`src/rtl/adder_tree_pipe_if.sv`:
```
`timescale 1ns/1ps
// Streaming handshake bundle for adder_tree_pipe: a lane vector goes in, and the exact sum plus its mode flag come out.
interface adder_tree_pipe_if #(
   parameter int WIDTH = 17,
   parameter int N_IN  = 8
);
   localparam int OW = WIDTH + $clog2(N_IN);

   logic                  in_valid;
   logic                  in_ready;
   logic [N_IN*WIDTH-1:0] in_data;
   logic                  in_signed;
   logic                  out_valid;
   logic                  out_ready;
   logic [OW-1:0]         out_sum;
   logic                  out_signed;

   modport master (
      output in_valid, in_data, in_signed, out_ready,
      input  in_ready, out_valid, out_sum, out_signed
   );

   modport slave (
      input  in_valid, in_data, in_signed, out_ready,
      output in_ready, out_valid, out_sum, out_signed
   );
endinterface

```
`src/rtl/adder_tree_pipe.sv`:
```
`timescale 1ns/1ps
// Pipelined multi-operand adder. It sums N_IN lanes into one exact WIDTH+log2(N_IN)-bit result with
// one register rank per tree level. The whole pipe is stalled by a single advance signal.
module adder_tree_pipe #(
   parameter int WIDTH = 17,
   parameter int N_IN  = 8
) (
   input  logic             clk,
   input  logic             rst_n,
   adder_tree_pipe_if.slave bus
);
   localparam int LVL = $clog2(N_IN);
   localparam int OW  = WIDTH + LVL;
   localparam int NN  = N_IN - 1;

   // r_node is a heap of internal tree nodes. Indices [0, N_IN/2) form the first rank, and each
   // following rank sits directly after the one before it, so the final sum lands in r_node[NN-1].
   logic           w_adv;
   logic [OW-1:0]  w_ext  [N_IN];
   logic [OW-1:0]  w_nxt  [NN];
   logic [OW-1:0]  r_node [NN];
   logic [LVL-1:0] r_valid;
   logic [LVL-1:0] r_signed;

   assign w_adv = !r_valid[LVL-1] || bus.out_ready;

   always_comb begin
      // NOTE: every element is assigned on every pass, so always_comb cannot infer a latch here.
      for (int k = 0; k < N_IN; k++) begin
         w_ext[k] = {{LVL{bus.in_signed & bus.in_data[k*WIDTH+WIDTH-1]}},
                     bus.in_data[k*WIDTH +: WIDTH]};
      end
   end

   always_comb begin
      for (int i = 0; i < N_IN/2; i++) begin
         w_nxt[i] = w_ext[2*i] + w_ext[2*i+1];
      end
      for (int i = N_IN/2; i < NN; i++) begin
         w_nxt[i] = r_node[2*i-N_IN] + r_node[2*i-N_IN+1];
      end
   end

   always_ff @(posedge clk or negedge rst_n) begin
      if (!rst_n) begin
         // NOTE: the data ranks are plain flops rather than a RAM. Clearing them makes out_sum read 0 during reset.
         for (int i = 0; i < NN; i++) begin
            r_node[i] <= '0;
         end
         r_valid  <= '0;
         r_signed <= '0;
      end else if (w_adv) begin
         // NOTE: non-blocking updates let every rank read its predecessor's pre-edge value.
         r_node      <= w_nxt;
         r_valid[0]  <= bus.in_valid;
         r_signed[0] <= bus.in_signed;
         for (int j = 1; j < LVL; j++) begin
            r_valid[j]  <= r_valid[j-1];
            r_signed[j] <= r_signed[j-1];
         end
      end
   end

   assign bus.in_ready   = w_adv;
   assign bus.out_valid  = r_valid[LVL-1];
   assign bus.out_signed = r_signed[LVL-1];
   assign bus.out_sum    = r_node[NN-1];
endmodule
```
`src/flat_wrapper.sv`:
```
// flat-port wrapper written by rule: the top's interface ports become plain ports
module adder_tree_pipe_flat 
#(
   parameter int WIDTH = 17,
   parameter int N_IN  = 8
)
  (clk, rst_n, bus_in_valid, bus_in_data, bus_in_signed, bus_out_ready, bus_in_ready, bus_out_valid, bus_out_sum, bus_out_signed);
  adder_tree_pipe_if #(.WIDTH(WIDTH), .N_IN(N_IN)) bus_i ();
  input  logic clk;
  input  logic rst_n;
  input wire logic [$bits(bus_i.in_valid)-1:0] bus_in_valid;
  input wire logic [$bits(bus_i.in_data)-1:0] bus_in_data;
  input wire logic [$bits(bus_i.in_signed)-1:0] bus_in_signed;
  input wire logic [$bits(bus_i.out_ready)-1:0] bus_out_ready;
  output wire logic [$bits(bus_i.in_ready)-1:0] bus_in_ready;
  output wire logic [$bits(bus_i.out_valid)-1:0] bus_out_valid;
  output wire logic [$bits(bus_i.out_sum)-1:0] bus_out_sum;
  output wire logic [$bits(bus_i.out_signed)-1:0] bus_out_signed;
  assign bus_i.in_valid = bus_in_valid;
  assign bus_i.in_data = bus_in_data;
  assign bus_i.in_signed = bus_in_signed;
  assign bus_i.out_ready = bus_out_ready;
  assign bus_in_ready = bus_i.in_ready;
  assign bus_out_valid = bus_i.out_valid;
  assign bus_out_sum = bus_i.out_sum;
  assign bus_out_signed = bus_i.out_signed;
  adder_tree_pipe #(.WIDTH(WIDTH), .N_IN(N_IN)) u_core (.clk(clk), .rst_n(rst_n), .bus(bus_i));
endmodule
```
`config.mk`:
```
export PLATFORM = sky130hd
export DESIGN_NAME = adder_tree_pipe_flat
export DESIGN_NICKNAME = d
export VERILOG_FILES = /design/src/rtl/adder_tree_pipe_if.sv /design/src/rtl/adder_tree_pipe.sv /design/src/flat_wrapper.sv
export SDC_FILE = /design/constraint.sdc
export NUM_CORES = 1
export LEC_CHECK = 0
export BUFFER_PORTS_ARGS = -buffer_cell sky130_fd_sc_hd__buf_2
export CAP_MARGIN = 40
export CORE_MARGIN = 1
export CORE_UTILIZATION = 45
export CTS_CLUSTER_SIZE = 40
export DETAILED_ROUTE_END_ITERATION = 8
export GPL_TIMING_DRIVEN = 0
export PLACE_DENSITY = 0.67
export SYNTH_ARGS = -nofsm -noshare
export SYNTH_HDL_FRONTEND = slang
export SYNTH_SLANG_ARGS = --single-unit
export TNS_END_PERCENT = 10
```
`constraint.sdc`:
```
create_clock -name clk -period 2.8 [get_ports clk]
set_clock_uncertainty 0.05 [all_clocks]
set_input_delay 0 -clock clk [delete_from_list [all_inputs] [get_ports clk]]
set_output_delay 0 -clock clk [all_outputs]
set_load 0.03 [all_outputs]
```
* Yosys cells after proc, flatten, opt, wreduce, memory -nomap -nowiden *
Index checks and enable logic that the tools add are counted.
W data, S select, Z words.

storage, ports and cells
  flip-flop bits (word level) = 146
  bits of input ports = 141
  output and inout port bits = 23

operators by class
  add/sub/neg operators = 7
  reductions and logical operators = 2
  bitwise logic cells = 8

operators by type and width
  operator            number
  $add A18 B18 Y19    4
  $add A20 B20 Y20    3
  $and A1 B1 Y1       8
  $logic_not A1 Y1    1
  $logic_or A1 B1 Y1  1

* Depth between registers and ports, before layout *
Gate-level depths: netlist (run 1).

  word-level depth = 2
  depth in mapped cells = 10

* Least setup slack after synthesis (run 1) *
Ideal clock, no wire load.

  kind = reg-to-reg
  start = register u_core.r_node[60] (netlist bit)
  end = register u_core.r_node[32] (netlist bit)
  setup time = 0.129 ns
  setup slack = 0.313 ns
  arrival time = 2.308 ns
  stages on the path, launching flop included = 10
  period minus slack after synthesis = 2.487 ns
  cell sequence = dfrtp_1 ha_1 fa_1 a211oi_1 o21ai_1 and3_1 a311o_1 a21oi_1 xnor2_1 o21ai_1

on the way
  cells in the longest elaborated chain, start to end = 1

ends and longest elaborated chain
  item                      RTL line               RTL
  start: declaration        adder_tree_pipe.sv:21  logic [OW-1:0] r_node [NN];
  start signal: assignment  adder_tree_pipe.sv:54  r_node <= w_nxt;
  $add A20 B20 Y20          adder_tree_pipe.sv:40  w_nxt[i] = r_node[2*i-N_IN] + r_node[2*i-N_IN+1];

Every way passes these cells.
A chain may end at the register's enable or synchronous reset.

* Worst setup path in the final report (run 1) *
  start = register u_core.r_node[80] (netlist bit)
  end = register u_core.r_node[32] (netlist bit)

The elaborated chain is that of the path after synthesis.

==> results of run 1 <==
[cell type report]
class                      instances  area (um^2)  area share
multi-input combinational       1075         7350       0.542
sequential                       142         3550       0.262
timing repair buffer             191         1120      0.0829
clock buffer                      20          457      0.0337
tap                              324          405      0.0299
buffer                            62          322      0.0237
inverter                          49          185      0.0137
clock inverter                    12          160      0.0118
[final timing paths]
path	end	depth (start not counted)
hold / removal	u_core.r_node[126]	4
setup / recovery	u_core.r_node[32]	9
min in group asynchronous	u_core.r_signed[2]	2
setup reg to reg	u_core.r_node[32]	9
max in group asynchronous	u_core.r_node[110]	3
hold reg to reg	u_core.r_signed[2]	2
[through the flow]
stage,util,TNS [ns],instance area (um^2),setup slack (ns)
5_1_grt,0.553,-0.0652,13600,-0.0574
2_1_floorplan,-,0,11400,0.313
6_report,0.553,0,13600,0.127
4_1_cts,0.552,0,13500,0.0183
3_3_place_gp,0.514,-74.86,12600,-0.727
3_5_place_dp,0.516,-11.40,12700,-0.759
[flip-flops by register name, summed over array words and instances, names as in the netlist]
register and count:
u_core.bus.out_sum 20, u_core.r_node 116, u_core.r_signed 3, u_core.r_valid 3
[critical path, cell delays in order (launching register included)]
cell and delay (ns):
sky130_fd_sc_hd__dfrtp_1 0.39, sky130_fd_sc_hd__ha_1 0.23, sky130_fd_sc_hd__fa_1 0.45, sky130_fd_sc_hd__a211oi_2 0.27
sky130_fd_sc_hd__o21ai_1 0.17, sky130_fd_sc_hd__and3_1 0.23, sky130_fd_sc_hd__a311o_1 0.35, sky130_fd_sc_hd__a21oi_1 0.19
sky130_fd_sc_hd__xnor2_1 0.15, sky130_fd_sc_hd__o21ai_1 0.08
[timing repair]
action / 4_1_cts / 5_1_grt
hold buffers: 24 / 0
resized for setup: 5 / 6
hold endpoints to repair: 95 / 0
endpoints found under the setup margin: 85 / 9
pin swaps: 0 / 0
[cell families after synthesis]
| family | count (synthesis) | share of synthesized area |
|---|---|---|
| flip-flops | 142 | 0.312 |
| AND/OR/NAND/NOR | 407 | 0.169 |
| multiplexers | 4 | 0.00363 |
| AO/OA/AOI/OAI | 444 | 0.252 |
| buffers and inverters | 111 | 0.0439 |
| XOR/XNOR | 84 | 0.0647 |
| adder cells (fa/ha/maj) | 136 | 0.154 |
[per-layer routing]
metal  part of all wire  vias up
met5                  0        -
met2               0.44      308
met1               0.48     5000
met3              0.063       26
met4              0.012        0
li1                   -     5233
[where the power goes]
| part | leakage, nW | switching, mW | internal [mW] |
|---|---|---|---|
| combinational | 4.37 | 4.80 | 3.55 |
| sequential | 1.66 | 0.682 | 2.96 |
| clock | 0.301 | 0.924 | 1.46 |
[cell usage in the layout, fill, tap and decap left out, types with 22 or more instances in the layout]
cell,count
sky130_fd_sc_hd__nand2_1,138
sky130_fd_sc_hd__a21oi_1,127
sky130_fd_sc_hd__a21o_1,46
sky130_fd_sc_hd__ha_1,129
sky130_fd_sc_hd__nor2_1,111
sky130_fd_sc_hd__o21ai_0,100
sky130_fd_sc_hd__a211oi_1,22
sky130_fd_sc_hd__dfrtp_1,142
sky130_fd_sc_hd__inv_1,48
sky130_fd_sc_hd__xor2_1,33
sky130_fd_sc_hd__clkbuf_1,36
sky130_fd_sc_hd__xnor2_1,51
sky130_fd_sc_hd__buf_2,162
sky130_fd_sc_hd__dlygate4sd3_1,24
==> results list, run 1 <==
- Timing startpoint of the critical path: u_core.r_node[80]
- Peak-usage layer in the global routing report: met2
* Num ports: around 160
* RSZ-0062 raised after global routing: true
* Via-to-Cell Ratio: 5.64
- Fraction of met2 tracks used by global routing: 0.397
- In this run the vertical extent of the chip is roughly 160 um.
- Summed over all cells, the static leakage comes to around 6.3 nW.
* Cell Pwr Density: approximately 1100 mW/mm^2
* Residual DRC count: 0
- The tool flagged a number of max-cap violations equal to 0.
* Run status: finished, final reports clean
- In this run the register-to-register setup slack is around 0.13 ns.
* Synthesized netlist cell count: 1,328
- Across the VDD grid, the largest voltage drop is roughly 0.65 mV.
- No sink is reached through more buffers than the 2 on the longest clock path.
- In this run the mean area of a mapped cell was 8.57 um^2.
- Min-Delay Path Class: input pin to flip-flop
- Sequential element share of the synthesized area: 0.312
- Final hold violations: 0
- Startpoint of the worst-slack reg-to-reg timing path: u_core.r_node[80]
* Most common library cells after synthesis: 142 x sky130_fd_sc_hd__dfrtp_1, 138 x sky130_fd_sc_hd__nand2_1, 129 x sky130_fd_sc_hd__ha_1
- sky130_fd_sc_hd__dfrtp_1 is the most common cell in the netlist.
- For this run, the detailed router's first-pass iteration total came to 5.
- At the pin with the least slew margin, the transition time is 0.934 ns.
- Post-synthesis sequential element count: approximately 140
- Met1 global-route usage: 0.373
- Asr flop ratio synth: 1.00
- Portion of the clock cycle consumed by the worst path in the final layout: 0.955
- Hold WS: 0.00784 ns
* Clock Sinks: roughly 140
- Once layout is complete, the cells apart from fillers number between 1.5k and 2k.
- Data on the critical path is required at its endpoint by a little over 3 ns.
- Met3 Resource Use GR: 0.0442
- Total half-perimeter wirelength after legalization and detailed placement: 25,300 um
* Final setup violation count: 0
* Cell Count Post-Placement: ~1.8k
- CTS built an H-tree with a depth of 4.
- In this run the clock root is driven by a sky130_fd_sc_hd__clkbuf_16.
- Antenna fix cells: 0
- After global routing the overflow that remains totals 0.
- Cell area after synthesis: about 0.011 mm^2
- The via count of the first global-routing pass was between 9k and 10k.
- Clock-pin slew was measured on the worst setup and hold paths at about 0.060 ns.
* Count of filler cells inserted in the layout: between 2k and 2.5k
* Area share of the leading cell type in the synthesized netlist: 0.312
- Die area: roughly 0.026 mm^2
- The worst setup path is captured at a flip-flop.
- The critical path is of the flip-flop to flip-flop type.
* Final Total Pwr: 14.4 mW
- STA classifies the critical path startpoint as a flip-flop.
- The smallest clock period supported by the final layout is computed as 2.67 ns.
- At the later pin of the worst-skew pair, clock insertion delay measures between 0.4 and 0.5 ns.
* Overall die width: 161 um
- The initial utilization of the core area, before any placement, comes to 0.464.
* Wire per inst: about 17 um
* Cells taking the most area after synthesis: sky130_fd_sc_hd__dfrtp_1 31%, sky130_fd_sc_hd__ha_1 14%, sky130_fd_sc_hd__a21oi_1 5.6%, sky130_fd_sc_hd__nand2_1 4.6%, sky130_fd_sc_hd__o21ai_0 4.4%
* Antenna violations before repair: 0
- Predominant post-synthesis flop cell: sky130_fd_sc_hd__dfrtp_1
- Postcts setup bufs: 0
- Clock tree synthesis inserted a total of 17 buffers.
- The detailed router placed between 10k and 15k vias in this run.
* Row Count: 57
- In this run, distinct cell masters in the synthesized netlist total 74.
- Derived from the worst setup path, the maximum achievable clock frequency is approximately 0.37 GHz.
- Pin count of the biggest net entering global routing: 84
- Number of buffers inserted by port buffering: approximately 160
- The region available for standard cell placement spans between 0.02 and 0.025 mm^2.
- In this run the remaining antenna-violating nets after routing total 0.
- Along the worst path, the maximum fanout reaches 3.
- Area growth, synth to finish: 19.1%
- Nets@finish: 1,815
- The synthesized design contains 0 enable-type register cells.
- Final estimated routing congestion in global placement: between 0.9 and 1
- The first global-routing pass estimated between 50,000 and 60,000 um of wire.
* Signal arrival time at the worst endpoint: between 2 and 3 ns
- Hold Startpoint: bus_in_data[23]
- For this run, the total global-route usage over all layers was measured as 0.255.
* Total number of yosys warnings: 0
* Slew margin rel.: 0.377
- Synthesis produced a netlist with a net count of about 1.6k.
- Initial DRC Count: 650
* Cell taking the most area after synthesis: sky130_fd_sc_hd__dfrtp_1
- Fraction of final layout cells sized beyond drive strength 1: 0.159
* Final count of pins violating max slew: 0
- CTS tree: built
- Final wirelength: 32,300 um
(Power assumes the default switching activity.)
==> run 2: changes to the inputs <==
--- a/config.mk
+++ b/config.mk
@@ -5,6 +5,7 @@
 export SDC_FILE = /design/constraint.sdc
 export NUM_CORES = 1
 export LEC_CHECK = 0
+export ABC_AREA = 1
 export BUFFER_PORTS_ARGS = -buffer_cell sky130_fd_sc_hd__buf_2
 export CAP_MARGIN = 40
 export CORE_MARGIN = 1
==> run 2 against run 1 <==
Count of clock-buffer cells in the layout shrank 3. Sequential share of layout area shrank 2.5 points. Design area grew 10%.
==> results list, run 2 <==
- Via-to-Cell Ratio: 5.00 (-11%)
- The share of synthesized cell area in full adder, half adder and majority cells came to 0.137 (-0.0175).
* Required time of the worst setup path: 2.75 ns (-0.30 ns)
- The reg2reg setup slack is 0.69 ns (+0.56 ns).
* Actual slew at the worst max-slew pin: 0.851 ns (-0.0831 ns)
- The share of final-layout standard cells stronger than drive strength 1 came to 0.145 (-0.0147).
* Nets@finish: 2,429 (+34%)
- Type of the worst setup path: flip-flop to primary output
- The cell leakage power is 8.19 nW (+29%).
* Number of global-route vias before repair: 11.8k (+20%)
* Kind of start point of the critical path: flip-flop
- In this run the worst setup path terminates at bus_in_ready.
* Fraction of the mapped netlist area in simple logic gates: 0.404 (+0.235)
- Most common library cells after synthesis: 761 x sky130_fd_sc_hd__nand2_1, 191 x sky130_fd_sc_hd__nand3_1, 186 x sky130_fd_sc_hd__inv_1
* Pin count of the biggest net entering global routing: 78 (-7.1%)
* Number of buffers inserted by port buffering: 162 (-0.61%)
- The power density relative to cell area came to 1000 mW/mm^2 (-5.4%).
- Number of iterations in the first detailed-routing pass: 5 (unchanged)
* Residual DRC count: 0 (unchanged)
- The proportion of synthesized chip area in sequential cells was 0.277 (-0.0355).
- Final estimated routing congestion in global placement: 0.912 (-2.1%)
* Cell area after synthesis: 0.0128 mm^2 (+13%)
- The instance count after placement with tap cells included was 2,495 (+37%).
- Among all flip-flop cells after synthesis, the most frequent one is sky130_fd_sc_hd__dfrtp_1.
- Timing startpoint of the critical path: u_core.r_valid[2]
* Area share of the leading cell type in the synthesized netlist: 0.277 (-0.0355)
- Post-synthesis compound-gate area fraction: 0.0827 (-0.170)
- Setup repair after global routing left no endpoint under its margin.
* Number of hold buffers added after cts: 16 (-33%)
- Die area: 0.0292 mm^2 (+13%)
* Achievable frequency: 0.470 GHz (+26%)
* Signal arrival time at the worst endpoint: 2.08 ns (-0.84 ns)
- Final Critical Period: 2.13 ns (-0.544 ns)
* Num ports: 164 (unchanged)
- Area growth, synth to finish: 16.6%
* Die extent in y: 171 um (+6.1%)
- The number of clock sinks came to 142 (unchanged).
- Number of antenna-violating nets in the routed design: 0 (unchanged)
- Portion of the clock cycle consumed by the worst path in the final layout: 0.760 (-0.194)
- Worst skew pair latency: 0.44 ns (about the same)
- The starting utilization of the core area came to 0.460 (-0.00428).
- The total CTS buffers is 17 (unchanged).
* Dominant combinational cell family by area after synthesis: simple AND/OR/NAND/NOR gates
* Unique cell type count in the Yosys netlist: 33 (-55%)
* Worst path setup slack after routing: 0.671 ns (+0.544 ns)
* Largest register FFs: 116 (unchanged)
- The aggregate routed wire length came to 35,700 um (+11%).
- The average cell area after synthesis came to 6.57 um^2 (-23%).
- The xor-xnor portion of the synthesized cell area is 0.0212 (-0.0435).
- The count of routing violations after the opening detailed-route iteration is 878 (+35%).
- Maximum ir drop on the vdd rail: 0.536 mV (-17%)
- The vias after detailed routing came to 12.7k (+20%).
- CTS tree: built
- In the layout the commonest cells are 761 x sky130_fd_sc_hd__nand2_1, 191 x sky130_fd_sc_hd__nand3_1, 186 x sky130_fd_sc_hd__inv_1.
- The multiplexer share of the synthesized area is 0 (-0.00363).
- Postcts setup bufs: 0 (unchanged)
- The detailed placement HPWL is 29,000 um (+14%).
* Post-cts gate resize count: 0 (-5)
- The number of synthesized register bits was 142 (unchanged).
- Total number of yosys warnings: 0 (unchanged)
* Final count of pins violating max slew: 0 (unchanged)
* Cells on worst reg2reg path: 9 (unchanged)
- The number of antenna cells inserted was 0 (unchanged).
- The die outline width was 171 um (+6.1%).
- The library cell used most frequently in the layout, excluding fill and tap cells, is sky130_fd_sc_hd__nand2_1.
* Cells taking the most area after synthesis: sky130_fd_sc_hd__dfrtp_1 28%, sky130_fd_sc_hd__nand2_1 22%, sky130_fd_sc_hd__ha_1 13%, sky130_fd_sc_hd__nand3_1 7.4%, sky130_fd_sc_hd__inv_1 5.4%
- Cell taking the most area after synthesis: sky130_fd_sc_hd__dfrtp_1
- The number of failing hold endpoints at the final stage is 0 (unchanged).
- Number of enable-type register cells in the synthesized netlist: 0 (unchanged)
- Final Total Pwr: 15.0 mW (+4.4%)
- The clock-pin slew of the registers on the worst-case setup and hold paths is 0.07 ns (about the same).
- The largest driver fanout on the critical path was 10 (+7).
- Synthesized netlist cell count: 1,953 (+47%)
* Library cell used as clock root buffer: sky130_fd_sc_hd__clkbuf_16
- Total global routing overflow: 0 (unchanged)
* Wire per inst: 14.0 um (-19%)
- Antenna violations before repair: 0 (unchanged)
- Most common cell in the synthesized netlist: sky130_fd_sc_hd__nand2_1
- Startpoint of the worst-slack reg-to-reg timing path: u_core.r_node[100]
- The row count is 61 (+7.0%).
- STA classifies the critical path endpoint as a primary output.
- Register name with the most flops: u_core.r_node
- Non-filler instance count after layout: 2,543 (+36%)
- The global-route total usage across every layer came to 0.254 (-0.00154).
* Final core utilization: 0.536 (-0.0170)
* Maximum count of clock buffers along a single path: 2 (unchanged)
- Run status: finished, final reports clean
- Global-route wire length before repair: 58,500 um (+12%)
- Max_cap viols: 0 (unchanged)
* Worst slack at placement: 0.737 ns (+1.50 ns)
* Min-Delay Path Class: input pin to flip-flop
- The placeable core area came to 0.0279 mm^2 (+14%).
* Final setup violation count: 0 (unchanged)
- The net count after synthesis was 2,230 (+39%).
- Htree depth: 4 (unchanged)
* Endpoint of the lowest-slack register-to-register path: u_core.r_node[46]
- Slew margin rel.: 0.432 (+0.0554)
- The async set-or-reset flop fraction in the synthesized netlist is 1.00 (unchanged).
## run 2: changes by cell type in the layout (fill, tap and decap cells not counted), moves of 32 or more
cell / previous run / this run
sky130_fd_sc_hd__nand2_1: 138 / 761
sky130_fd_sc_hd__a21o_1: 46 / 0
sky130_fd_sc_hd__inv_1: 48 / 186
sky130_fd_sc_hd__xnor2_1: 51 / 13
sky130_fd_sc_hd__clkbuf_1: 36 / 4
sky130_fd_sc_hd__nand3_1: 20 / 191
## run 2: cell families (layout without fill, tap and decap cells)
kind of cell	after synthesis	in the layout
adder cells (fa/ha/maj)	136	136
AND/OR/NAND/NOR	1197	1197
flip-flops	142	142
AO/OA/AOI/OAI	206	206
XOR/XNOR	31	31
buffers and inverters	241	453
## run 2: where the power goes
group          internal [mW]  switching, mW
registers               2.93          0.663
clock network           1.45           1.03
logic                   3.28           5.65
## run 2: worst min-delay path by stage
| stage | startpoint | to | slack [ns] | cells past startpoint |
|---|---|---|---|---|
| 3_3_place_gp | bus_in_valid | u_core.r_valid[0] | 0.21 | 3 |
| 3_5_place_dp | rst_n | u_core.r_node[38] | -0.004 | 1 |
| 4_1_cts | bus_in_data[101] | u_core.r_node[96] | 0.0009 | 5 |
| 2_1_floorplan | rst_n | u_core.bus.out_sum[0] | -0.35 | 0 |
| 5_1_grt | bus_in_data[32] | u_core.r_node[135] | 0.03 | 5 |
| 6_report | bus_in_data[120] | u_core.r_node[61] | 0.003 | 4 |
## run 2: per-layer routing
layer,vias up,track usage,routed length (um),share of wire
li1,6724,-,-,-
met1,5706,0.374,18300,0.51
met2,256,0.402,15500,0.44
met3,25,0.0229,1380,0.039
met4,0,0.0532,422,0.012
met5,-,0,0,0
## run 2: final cells by class
| type | count | area [um^2] |
|---|---|---|
| Clock buffer | 17 | 425 |
| Buffer | 51 | 300 |
| Tap cell | 378 | 473 |
| Clock inverter | 15 | 211 |
| Inverter | 190 | 713 |
| Timing Repair Buffer | 180 | 1020 |
| Sequential cell | 142 | 3550 |
| Multi-Input combinational cell | 1570 | 8270 |
| Fill cell | 2919 | 13000 |
## run 2: critical path: stages (launching register included)
cell	delay [ns]
sky130_fd_sc_hd__dfrtp_1	0.42
sky130_fd_sc_hd__inv_1	0.10
sky130_fd_sc_hd__nor2_2	0.07
sky130_fd_sc_hd__inv_2	0.18
sky130_fd_sc_hd__buf_2	0.30
sky130_fd_sc_hd__buf_2	0.32
sky130_fd_sc_hd__buf_2	0.25
## run 2: metrics by stage
step	hold slack, ns	instance area (um^2)	setup TNS (ns)
floorplan	-0.346	12800	0
global placement	0.206	14100	-44.05
detailed placement	-0.00431	14200	0
CTS	0.000945	15000	0
global route	0.0294	15000	0
finish	0.00330	15000	0
==> run 3: changes to the inputs <==
--- a/config.mk
+++ b/config.mk
@@ -5,7 +5,7 @@
 export SDC_FILE = /design/constraint.sdc
 export NUM_CORES = 1
 export LEC_CHECK = 0
-export ABC_AREA = 1
+export ABC_AREA = 0
 export BUFFER_PORTS_ARGS = -buffer_cell sky130_fd_sc_hd__buf_2
 export CAP_MARGIN = 40
 export CORE_MARGIN = 1
==> constraint.sdc (replaced) <==
create_clock -name clk -period 2.15 [get_ports clk]
set_clock_uncertainty 0.05 [all_clocks]
set_input_delay 0 -clock clk [delete_from_list [all_inputs] [get_ports clk]]
set_output_delay 0 -clock clk [all_outputs]
set_load 0.03 [all_outputs]
==> run 3 against run 2 <==
The flow now finishes with violations (negative setup slack). Sequential share of layout area up 1.6 points. Die area down 11%. Non-clock buffer count is 29 higher. Critical path depth increased by 3. Routed wire length shrank 5.8%. Hold slack lost 0.0023 ns. Design area shrank 6.3%. Flip-flop and latch count stayed put. Combinational power rose by 40%.
==> results list, run 3 (synthesized netlist as in run 1, its figures left out) <==
* Run status: finished with violations
* Critical path depth in cells: 9 (+3)
- Internal: 11.1 mW (+45%)
- The worst setup path is of the flip-flop to flip-flop kind.
- Global-route total usage across every layer: 0.261 (+0.00776)
- The met3 routed wirelength was 1990 um (+45%).
- The vias after detailed routing was 10.6k (-16%).
* Largest register FFs: 116 (unchanged)
- Register name with the most flops: u_core.r_node
- Most frequent cells in the layout: 162 x sky130_fd_sc_hd__buf_2, 140 x sky130_fd_sc_hd__dfrtp_1, 138 x sky130_fd_sc_hd__nand2_1
* Leakage component of the power: 6.46 nW (-21%)
- Number of iterations in the first detailed-routing pass: 6 (+1)
- Cells on worst reg2reg path: 9 (unchanged)
- Overall die width: 161 um (-5.8%)
- The number of remaining DRC errors came to 0 (unchanged).
- The row count was 57 (-6.6%).
- The peak supply drop is 0.770 mV (+43%).
- The post-route non-filler standard cell count is 1,882 (-26%).
- Min-Delay Path Class: input pin to flip-flop
- Setup repair after global routing could not meet its margin everywhere.
- Final setup violation count: 42 (+42)
- Startpoint of the worst-slack reg-to-reg timing path: u_core.r_node[20]
- The clock power share was 0.145 (-0.020).
- The critical path data required time is 2.47 ns (-0.28 ns).
- The data arrival time at the worst-slack endpoint came to 2.84 ns (+0.76 ns).
* Area growth, synth to finish: 23.2%
* Starting Density: 0.464 (+0.00428)
- Library cell used as clock root buffer: sky130_fd_sc_hd__clkbuf_16
- Clock-pin slew on the worst setup and hold paths: 0.07 ns (about the same)
- The placeable core area was 0.0245 mm^2 (-12%).
- The final design area excluding fillers is 0.0140 mm^2 (-6.3%).
- Nets@finish: 1,822 (-25%)
- Slew margin rel.: 0.510 (+0.0770)
- The number of antenna cells inserted was 0 (unchanged).
- The fraction of the core area covered by cells at the end of the flow was 0.571 (+0.0357).
* Num ports: 164 (unchanged)
- The per-cell via count in the routed design was 5.65 (+13%).
- Worst skew pair latency: 0.44 ns (about the same)
- The net switching share of the total power was 0.453 (-0.0361).
- Switching component of the power: 9.18 mW (+25%)
- The maximum buffer depth of the clock tree is 2 (unchanged).
- The via count of the first global-routing pass came to 10.1k (-15%).
* Timing startpoint of the critical path: u_core.r_node[20]
* Crit path max-delay cell type: sky130_fd_sc_hd__dfrtp_1
- The worst hold slack was 0.00101 ns (-0.00228 ns).
- The number of antenna violations at the first check in global routing was 0 (unchanged).
- Critical path capture point: u_core.bus.out_sum[18]
- Worst reg-to-reg setup slack: -0.37 ns (-1.06 ns)
- The largest driver fanout on the critical path came to 3 (-7).
- Subtracting the final worst setup slack from the clock period gives 2.52 ns.
- The wire length of the first global-routing pass was 52,800 um (-9.7%).
- Achievable frequency: 0.396 GHz
- The share of final-layout standard cells stronger than drive strength 1 came to 0.219 (+0.0743).
- Violated checks: negative setup slack
* Final Total Pwr: 20.3 mW (+35%)
- The number of I/O port buffers is 163 (+0.62%).
- The detailed placement HPWL came to 25,500 um (-12%).
* Total global routing overflow: 0 (unchanged)
- Htree depth: 4 (unchanged)
- The post-route setup TNS was -5.39 ns (-5.39 ns).
- The worst setup path is launched from a flip-flop.
- TritonCTS built the clock tree.
- Die extent in y: 161 um (-5.8%)
- The smallest setup slack after layout came to -0.374 ns (-1.05 ns).
- Actual slew at the worst max-slew pin: 0.736 ns (-0.116 ns)
* Final wirelength: 33,600 um (-5.8%)
- Worst slack at placement: -1.33 ns (-2.07 ns)
- The sequential power share was 0.240 (about the same).
* Cell Count Post-Placement: 1,819 (-27%)
- The maximum cell stage delay along the critical path came to 0.42 ns (about the same).
* Category of the worst setup path capture point: flip-flop
* Number of antenna-violating nets in the routed design: 0 (unchanged)
- The combinational share of power is 0.615 (+0.019).
* Portion of the clock cycle consumed by the worst path in the final layout: 1.17
* TritonCTS buffer count: 17 (unchanged)
- The number of fill cells came to 2,292 (-21%).
- Final hold violations: 0 (unchanged)
- Wire per inst: 17.8 um (+27%)
* Met2 Wirelength: 15,400 um (-0.67%)
- Routed signal wires occupy layers up through met4.
* Cell Pwr Density: 1450 mW/mm^2 (+44%)
- The pin count of the biggest net entering global routing is 79 (+1.3%).
- The count of routing violations after the opening detailed-route iteration is 682 (-22%).
- The max-capacitance violation count came to 0 (unchanged).
- The floorplan die area is 0.0259 mm^2 (-11%).
* Count of buffering cells on the critical path with inverters included: 0 (-5)
* Final estimated routing congestion in global placement: 0.933 (+2.3%)
- Endpoint of the lowest-slack register-to-register path: u_core.bus.out_sum[18]
- Commonest non-fill, non-tap cell in the layout: sky130_fd_sc_hd__buf_2
- The critical path goes through ha_4 > fa_2 > a211oi_2 > o21bai_2 > a21o_1 > a21oi_4 > nor3b_2 > or4_1 > nand3_1.
* Final count of pins violating max slew: 0 (unchanged)
* CP top delay family: compound AO/OA/AOI/OAI gates
- M1 wire length: 15,700 um (-15%)
* Clock Sinks: 142 (unchanged)
- Placed Instance Area: 0.0127 mm^2 (-10%)
==> run 3: repair_timing <==
item,CTS,global route
hold buffers,14,0
setup buffers,1,16
endpoints found under the setup margin,142,104
hold endpoints to repair,89,0
gates resized for setup,56,56
pin swaps,22,40
cloned,0,0
==> run 3: power by group through the flow <==
stage	Clock (mW)	Sequential (mW)	Combinational, mW
after global placement	0	4.75	10.5
after detailed placement	0	4.78	10.7
after floorplan	0	4.41	8.22
after global routing	3.07	4.96	13.7
final	2.94	4.86	12.5
after CTS	2.96	4.78	11.3
==> run 3: routing by layer <==
metal  vias up  global-route usage
li1       5242                   -
met1      5041               0.372
met2       324               0.413
met3        33              0.0473
met4         0              0.0596
met5         -                   0
==> run 3: worst min-delay path by stage <==
stage / to / depth (start not counted) / startpoint
2_1_floorplan: u_core.bus.out_sum[0] / 0 / rst_n
3_3_place_gp: u_core.r_valid[0] / 3 / bus_in_valid
3_5_place_dp: u_core.r_signed[2] / 1 / rst_n
4_1_cts: u_core.r_node[123] / 4 / bus_in_data[20]
5_1_grt: u_core.r_node[138] / 4 / bus_in_data[33]
6_report: u_core.r_node[123] / 4 / bus_in_data[20]
==> run 3: worst register-to-register path: cells and delay by family (launching register included) <==
family / cells / cell delay [ns]
DFF: 1 / 0.42
and+or+nand+nor: 3 / 0.58
adders and majority gates: 2 / 0.56
AOI/OAI and AO/OA: 4 / 0.85
==> run 3: cell type report <==
type	count	area [um^2]	area share
multi-input cells	1075	7760	0.553
flip-flops and latches	142	3560	0.254
repair buffers	198	1170	0.0836
clock buffers	17	425	0.0304
well taps	324	405	0.0289
plain buffers	62	363	0.0259
inverters	49	185	0.0132
clock inverters	15	153	0.0109
